## src/rtl/pitch_lookup_arbiter.sv

```systemverilog
// Round-robin arbiter that shares one pitch lookup unit among several voices.
// Each granted voice gets one enable/valid handshake with the lookup. The
// result returns with a one-cycle done pulse. A watchdog aborts a lookup that
// never answers; in that case it returns a zero phase delta and flags an error.
module pitch_lookup_arbiter #(
    parameter int unsigned NUM_VOICES = 4,
    parameter int unsigned TIMEOUT    = 15
) (
    input  logic                    i_clk,
    input  logic                    i_rst_n,
    input  logic [NUM_VOICES-1:0]   i_req,
    input  logic [6*NUM_VOICES-1:0] i_pitch,
    output logic [NUM_VOICES-1:0]   o_done,
    output logic                    o_error,
    output logic [31:0]             o_phase_delta,
    output logic                    o_lookup_enable,
    output logic [5:0]              o_lookup_pitch,
    input  logic                    i_lookup_valid,
    input  logic [31:0]             i_lookup_phase_delta
);

    localparam int unsigned IdxW = $clog2(NUM_VOICES);
    localparam int unsigned CntW = $clog2(TIMEOUT + 1);

    localparam logic [IdxW-1:0] LastInit = IdxW'(NUM_VOICES - 1);
    localparam logic [CntW-1:0] CntMax   = CntW'(TIMEOUT);

    typedef enum logic [1:0] {
        StIdle,
        StIssue,
        StWait,
        StDeliver
    } state_e;

    state_e          state_q;
    logic [IdxW-1:0] last_q;
    logic [IdxW-1:0] grant_q;
    logic [CntW-1:0] wd_cnt_q;
    logic            wd_expired_q;

    logic [IdxW-1:0]       rr_idx;
    logic                  rr_found;
    logic [5:0]            rr_pitch;
    logic [NUM_VOICES-1:0] grant_oh;

    // Round-robin search: first requester at or above last+1, wrapping to 0.
    always_comb begin
        int unsigned cand;
        rr_idx   = '0;
        rr_found = 1'b0;
        cand     = 0;
        for (int unsigned i = 1; i <= NUM_VOICES; i++) begin
            cand = 32'(last_q) + i;
            if (cand >= NUM_VOICES) begin
                cand = cand - NUM_VOICES;
            end
            if (!rr_found && i_req[IdxW'(cand)]) begin
                rr_found = 1'b1;
                rr_idx   = IdxW'(cand);
            end
        end
    end

    // Pitch of the voice the search would grant this cycle.
    always_comb begin
        rr_pitch = '0;
        for (int unsigned k = 0; k < NUM_VOICES; k++) begin
            if (rr_idx == IdxW'(k)) begin
                rr_pitch = i_pitch[6*k +: 6];
            end
        end
    end

    // One-hot form of the current grant, used for the done pulse.
    always_comb begin
        grant_oh = '0;
        for (int unsigned k = 0; k < NUM_VOICES; k++) begin
            grant_oh[k] = (grant_q == IdxW'(k));
        end
    end

    // Service FSM with registered outputs and saturating watchdog.
    always_ff @(posedge i_clk) begin
        if (!i_rst_n) begin
            state_q         <= StIdle;
            last_q          <= LastInit;
            grant_q         <= '0;
            wd_cnt_q        <= '0;
            wd_expired_q    <= 1'b0;
            o_done          <= '0;
            o_error         <= 1'b0;
            o_phase_delta   <= '0;
            o_lookup_enable <= 1'b0;
            o_lookup_pitch  <= '0;
        end else begin
            o_done          <= '0;
            o_error         <= 1'b0;
            o_lookup_enable <= 1'b0;
            unique case (state_q)
                StIdle: begin
                    if (rr_found) begin
                        grant_q         <= rr_idx;
                        o_lookup_pitch  <= rr_pitch;
                        o_lookup_enable <= 1'b1;
                        state_q         <= StIssue;
                    end
                end
                StIssue: begin
                    wd_cnt_q     <= '0;
                    wd_expired_q <= 1'b0;
                    state_q      <= StWait;
                end
                StWait: begin
                    if (i_lookup_valid) begin
                        o_phase_delta <= i_lookup_phase_delta;
                        o_done        <= grant_oh;
                        o_error       <= 1'b0;
                        state_q       <= StDeliver;
                    end else if (wd_expired_q) begin
                        // Abort comes one WAIT cycle after the counter saturates.
                        o_phase_delta <= '0;
                        o_done        <= grant_oh;
                        o_error       <= 1'b1;
                        state_q       <= StDeliver;
                    end else if (wd_cnt_q == CntMax) begin
                        wd_expired_q <= 1'b1;
                    end else begin
                        wd_cnt_q <= wd_cnt_q + 1'b1;
                    end
                end
                StDeliver: begin
                    last_q  <= grant_q;
                    state_q <= StIdle;
                end
                default: begin
                    state_q <= StIdle;
                end
            endcase
        end
    end

endmodule

```

## config.mk

```make
export PLATFORM = sky130hd
export DESIGN_NAME = pitch_lookup_arbiter
export DESIGN_NICKNAME = d
export VERILOG_FILES = /design/src/rtl/pitch_lookup_arbiter.sv
export SDC_FILE = /design/constraint.sdc
export NUM_CORES = 1
export LEC_CHECK = 0
export ABC_CLOCK_PERIOD_IN_PS = 1650
export BUFFER_PORTS_ARGS = -buffer_cell sky130_fd_sc_hd__clkbuf_2
export CORE_MARGIN = 2
export CORE_UTILIZATION = 42
export DETAILED_ROUTE_END_ITERATION = 10
export MAX_ROUTING_LAYER = met4
export PLACE_DENSITY_LB_ADDON = 0.12
export SETUP_SLACK_MARGIN = 0.02
export SYNTH_ARGS = -nofsm -noshare
export SYNTH_HDL_FRONTEND = slang
export SYNTH_SLANG_ARGS = --single-unit
```

## constraint.sdc

```tcl
create_clock -name i_clk -period 1.65 [get_ports i_clk]
set_clock_uncertainty 0.1 [all_clocks]
set_input_delay 0.33 -clock i_clk [delete_from_list [all_inputs] [get_ports i_clk]]
set_output_delay 0.33 -clock i_clk [all_outputs]
set_load 0.005 [all_outputs]
```

=== Yosys cells after proc, flatten, opt, wreduce, memory -nomap -nowiden ===
Index checks and enable logic that the tools add are counted.

* Bits in registers: 55
* Latch bits: 0
* Bits in writable memories: 0
* Memory bits (read-only): 0
* Input port bits: 63
* Output and inout port bits: 44
* Logic and storage cells: 105
* Memories kept: 0

* Add/sub/neg operators: 9
* Multipliers: 0
* Divide/modulo/power cells: 0
* Magnitude comparators: 8
* Equality and inequality tests: 15
* Shifts and indexed selects: 0
* Mux-type cells: 42
* Bitwise logic cells: 2
* Reductions and logical operators: 19

{| class="wikitable"
|+ Operator list
! kind !! count
|-
| 32-bit 2-to-1 mux || 2
|-
| 6-bit 2-to-1 mux || 4
|-
| 2-bit 2-to-1 mux || 11
|-
| 4-bit 2-to-1 mux || 5
|-
| 1-bit 2-to-1 mux || 13
|-
| 2-bit == test (second input constant) || 6
|-
| 2-bit by 3-bit less-than comparator with 1-bit output (second input constant) || 4
|-
| 2-bit AND reduction || 6
|-
| 3-bit greater-or-equal comparator (second input constant) || 3
|-
| 1-bit binary-select mux with 2-bit select || 4
|-
| 2-bit inequality test (second input constant) || 4
|-
| 2-bit one-hot mux with 4 select lines || 1
|-
| 4-bit one-hot mux with 2 select lines || 1
|-
| 2-bit by 1-bit subtractor with 2-bit output (second input constant) || 4
|-
| 2-bit by 2-bit adder with 3-bit output (second input constant) || 2
|-
| 2-bit by 1-bit == test with 1-bit output (second input constant) || 3
|-
| 2-bit logical NOT || 3
|-
| 2-bit by 3-bit adder with 4-bit output (second input constant) || 1
|-
| 4-bit by 1-bit adder with 4-bit output (second input constant) || 1
|-
| 4-bit == test (second input constant) || 1
|-
| 4-bit by 3-bit greater-or-equal comparator with 1-bit output (second input constant) || 1
|-
| 4-bit AND reduction || 1
|-
| 2-bit nonzero test || 2
|-
| 2-bit by 1-bit adder with 3-bit output (second input constant) || 1
|-
| 6 further kinds || 11
|}

=== Logic depth before layout (Yosys ltp) ===
* Depth after elaboration: 20
* Depth in mapped cells: 7
* Mapped depth without buffers: 6

=== Worst setup path after synthesis ===
Ideal clock, no wire load.

* Kind: register -> register
* From: register last_q[1]
* To: register o_lookup_pitch[0]
* Library setup time: 0.134 ns
* Arrival time: 1.403 ns
* Data required time: 1.416 ns
* Path slack: 0.013 ns
* Stages on the path, launching flop included: 7
* Buffers on the path: 1
* Clock period less this slack: 1.637 ns
* Cell sequence: dfxtp_1 > mux2_4 > a22oi_4 > o21ai_2 > buf_6 > mux2i_1 > o221ai_1

* Longest elaborated chain between the ends: 20
* Elaborated cells on any way between the ends: 47
* Those cells by class: 8 x add/sub; 4 x order compare; 3 x eq/ne; 24 x mux; 8 x reduce/logical

{| class="wikitable"
|+ RTL lines
! what !! RTL line !! source
|-
| start: declaration || 36 || <nowiki>logic [IdxW-1:0] last_q;</nowiki>
|-
| start signal: assignment || 86 || <nowiki>last_q <= LastInit;</nowiki>
|-
| start signal: assignment || 132 || <nowiki>last_q <= grant_q;</nowiki>
|-
| 2-bit by 1-bit adder with 3-bit output || 53 || <nowiki>cand = 32'(last_q) + i;</nowiki>
|-
| 3-bit greater-or-equal comparator / 2-bit by 1-bit subtractor with 2-bit output (equally long branches) || 54, 55 ||
|-
| 2-bit 2-to-1 mux || 54 || <nowiki>if (cand >= NUM_VOICES) begin</nowiki>
|-
| 1-bit binary-select mux with 2-bit select || 57 || <nowiki>if (!rr_found && i_req[IdxW'(cand)]) begin</nowiki>
|-
| 1-bit 2-to-1 mux (implied by the code) || 57 ||
|-
| 1-bit 2-to-1 mux || 57 ||
|-
| 1-bit logical NOT || 57 ||
|-
| 1-bit logical AND || 57 ||
|-
| 1-bit 2-to-1 mux || 57 ||
|-
| 1-bit logical NOT || 57 ||
|-
| 1-bit logical AND || 57 ||
|-
| 1-bit 2-to-1 mux || 57 ||
|-
| 1-bit logical NOT || 57 ||
|-
| 1-bit logical AND || 57 ||
|-
| 2-bit 2-to-1 mux || 57 ||
|-
| 2-bit logical NOT || 68 || <nowiki>if (rr_idx == IdxW'(k)) begin</nowiki>
|-
| 6-bit 2-to-1 mux (4 in series) || 68 ||
|-
| end signal: assignment || 103 || <nowiki>o_lookup_pitch <= rr_pitch;</nowiki>
|-
| end: declaration || 17 || <nowiki>output logic [5:0] o_lookup_pitch,</nowiki>
|}

Several ways; a longest one is shown, not always the timed one. The select of a mux whose other input is x is not followed.
A chain may end at the register's enable or synchronous reset.

=== Final worst setup path ===
Ends and elaborated chain as after synthesis.

==> results.tsv <==
metric	value	unit
placed cells	410	
antenna violations before repair	0	
FF+latch count, synth	55	
vias	2112	
Most used DFF post-synth	dfxtp_1	
CP Data Required Time	1.74	ns
CTS tree	done	
routability congestion estimate from global placement	0.779	
Synth Area in XOR/XNOR	0.760	%
die width	78.1	µm
Core Rows	26	
Syn Area/Cell	9.81	µm²
CP max FO	6	
First-pass DRT Iterations	4	
post-synthesis cell type count	35	
CP cell instances	mux2_4, a22oi_4, o21ai_4, mux2i_1, o221ai_1	
Final nets	420	
crit start category	register	
num ports	107	
share of layout cells above drive strength 1	40.9	%
Syn. warnings	0	
vias in the first global route	2022	
CTS root buf	clkbuf_8	
GRT overflow	0	
starting density of the core	44.3	%
worst path arrival time	1.72	ns
largest family of logic cells by synthesized area	simple AND/OR/NAND/NOR gates	
critical path's top delay family	compound AO/OA/AOI/OAI gates	
slew margin rel.	78.8	%
FF+latch area	0.00110	mm²
Num CTS Buffers	5	
CP startpoint	last_q[1]	
Post-Synth Adder-Cell Area	3.26	%
IO buf count	106	
clk sinks	55	
global-route wire length before repair	9030	µm
fillcell total	496	
Antenna Cells	0	
Post-synth EDFFs	0	
total power	3.88	mW
fin crit share	98.9	%
VDD IR max	0.000631	V
final setup fails	0	
DIE AREA	0.00610	mm²
status	complete, no violations	
Core Region	0.00520	mm²
max incr delay on CP	0.37	ns
final instance area	0.00318	mm²
initial drt markers	121	
ys async rst share	0	%
CTS HTree Levels	2	
max cap viols	0	
Tightest Hold Check Type	input pin to register	
Critical Path Sink Type	register	
Hold Slack	0.165	ns
vias per inst	5.00	
worst skew pair latency	0.30	ns
Cell Count, Final, Fillers Out	422	
clock-pin slew on the worst setup and hold paths	0.10	ns
multi-input logic area	0.00117	mm²
mapped cell area	0.00230	mm²
Final Worst Setup Slack	0.0176	ns
Hold Fails Final Rpt	0	
Synthesized Nets	304	
Wirelength per Cell	13.0	µm
critical path class	register to register	
RR Startpoint	last_q[1]	
RSZ-0062 raised after global routing	yes	
CP bufs+invs	0	
multiplexer area fraction after synthesis	5.86	%
Mapped Cells	235	
HPWL Detailed	3920	µm
die height	78.1	µm
Leakage Power	1.45	nW
post-synthesis compound-gate area fraction	19.1	%
PwrDens	1220	mW/mm²
hold_sp	i_lookup_valid	
total negative slack	0	ns
Final min period	1.63	ns
largest net degree at the start of global routing	33	
remaining antenna violation count	0	
simple-gate share of the synthesized area	19.8	%
DRC violations left	0	
sequential area share after synthesis	47.8	%
Slew Limit Fails	0	
all-layer global routing usage	18.7	%
CP max-delay cell	dfxtp_4	
area grow syn2layout	38.1	%
actual slew at the worst max-slew pin	0.317	ns
Util after Layout	61.1	%
Placed Area	0.00298	mm²
worst slack, placed	-0.323	ns
DRT Wirelength	5480	µm
Max clock buf depth	2	
fmax	0.613	GHz
-- kinds of logic (layout without fill, tap and decap cells) --
family,Yosys count,after routing
and+or+nand+nor,81,81
DFF,55,55
xor gates and xnor gates,2,2
adders and majority gates,6,6
muxes,13,13
buffers and inverters,19,135
AOI/OAI and AO/OA,59,60
-- flip-flops by register name, indices dropped and copies added, names as in the netlist --
| register | count |
|---|---|
| o_lookup_enable | 1 |
| wd_cnt_q | 4 |
| o_phase_delta | 32 |
| o_lookup_pitch | 6 |
| o_error | 1 |
| grant_q | 2 |
| state_q | 2 |
| o_done | 4 |
| last_q | 2 |
| wd_expired_q | 1 |
-- path summary, 6_finish.rpt --
kind / endpoint / slack [ns] / cells past startpoint
worst max-delay path: o_lookup_pitch[0] / 0.02 / 5
worst min-delay path: o_error / 0.16 / 2
worst max register to register: o_lookup_pitch[0] / 0.02 / 5
worst min register to register: o_done[1] / 0.39 / 2
-- worst register-to-register path: cells and delay by family, from the launching register on --
kind,cells,cell delay [ns]
compound gates,3,0.55
mux,2,0.50
flops,1,0.37
-- synth_stat cells, drive strengths merged, types with 6 or more instances --
library cell,count,area [µm²]
o221ai,6,52.6
a21oi,7,35.0
clkbuf,13,48.8
nand2,12,45.0
a22oi,34,269
ha,6,75.1
mux2i,12,120
nor2,7,26.3
nand3,10,50.1
dfxtp,55,1100
nor2b,35,219
-- power breakdown --
group          switching, mW  leakage, nW  internal [mW]
logic                  0.614        0.937          0.595
clock network          0.416       0.0654          0.606
registers              0.121        0.447           1.53
-- layout by cell type (no fill, tap or decap), types with 2 or more instances in the layout --
master and count:
bufinv_16 2, o21ai_0 3, inv_1 5, buf_4 15, o21ai_4 2, a22oi_1 32, clkbuf_2 106, o221ai_1 6
nor2_1 7, clkbuf_8 5, nand2b_1 3, nand2_1 11, ha_1 5, and3_1 2, nor2b_1 35, dfxtp_1 54
a21oi_2 2, nor3b_1 3, a21oi_1 5, o211ai_1 2, and2_1 2, mux2i_1 12, xor2_1 2, nand3_1 10
-- routing by layer --
layer | wire length, µm | GRT usage (%) | vias to the layer above
li1 | - | - | 1073
met1 | 2420 | 23.5 | 975
met2 | 2740 | 31.4 | 56
met3 | 260 | 2.87 | 8
met4 | 60 | 5.79 | 0
met5 | 0 | - | -
-- cell type report --
cell class | instances | share of cell area, %
timing repair buffer | 122 | 20.8
clock buffer | 6 | 2.28
tap | 70 | 2.75
inverter | 5 | 0.590
sequential | 55 | 34.7
multi-input combinational | 162 | 36.9
clock inverter | 2 | 1.89
-- what timing repair did --
action                                  in CTS  in global routing
setup buffers                                2                  1
gates resized for setup                      3                  7
hold buffers                                 0                  0
pin swaps                                    2                  2
cloned                                       1                  0
endpoints found under the setup margin       6                 41
Note: power is estimated with default switching activity, not from simulation.
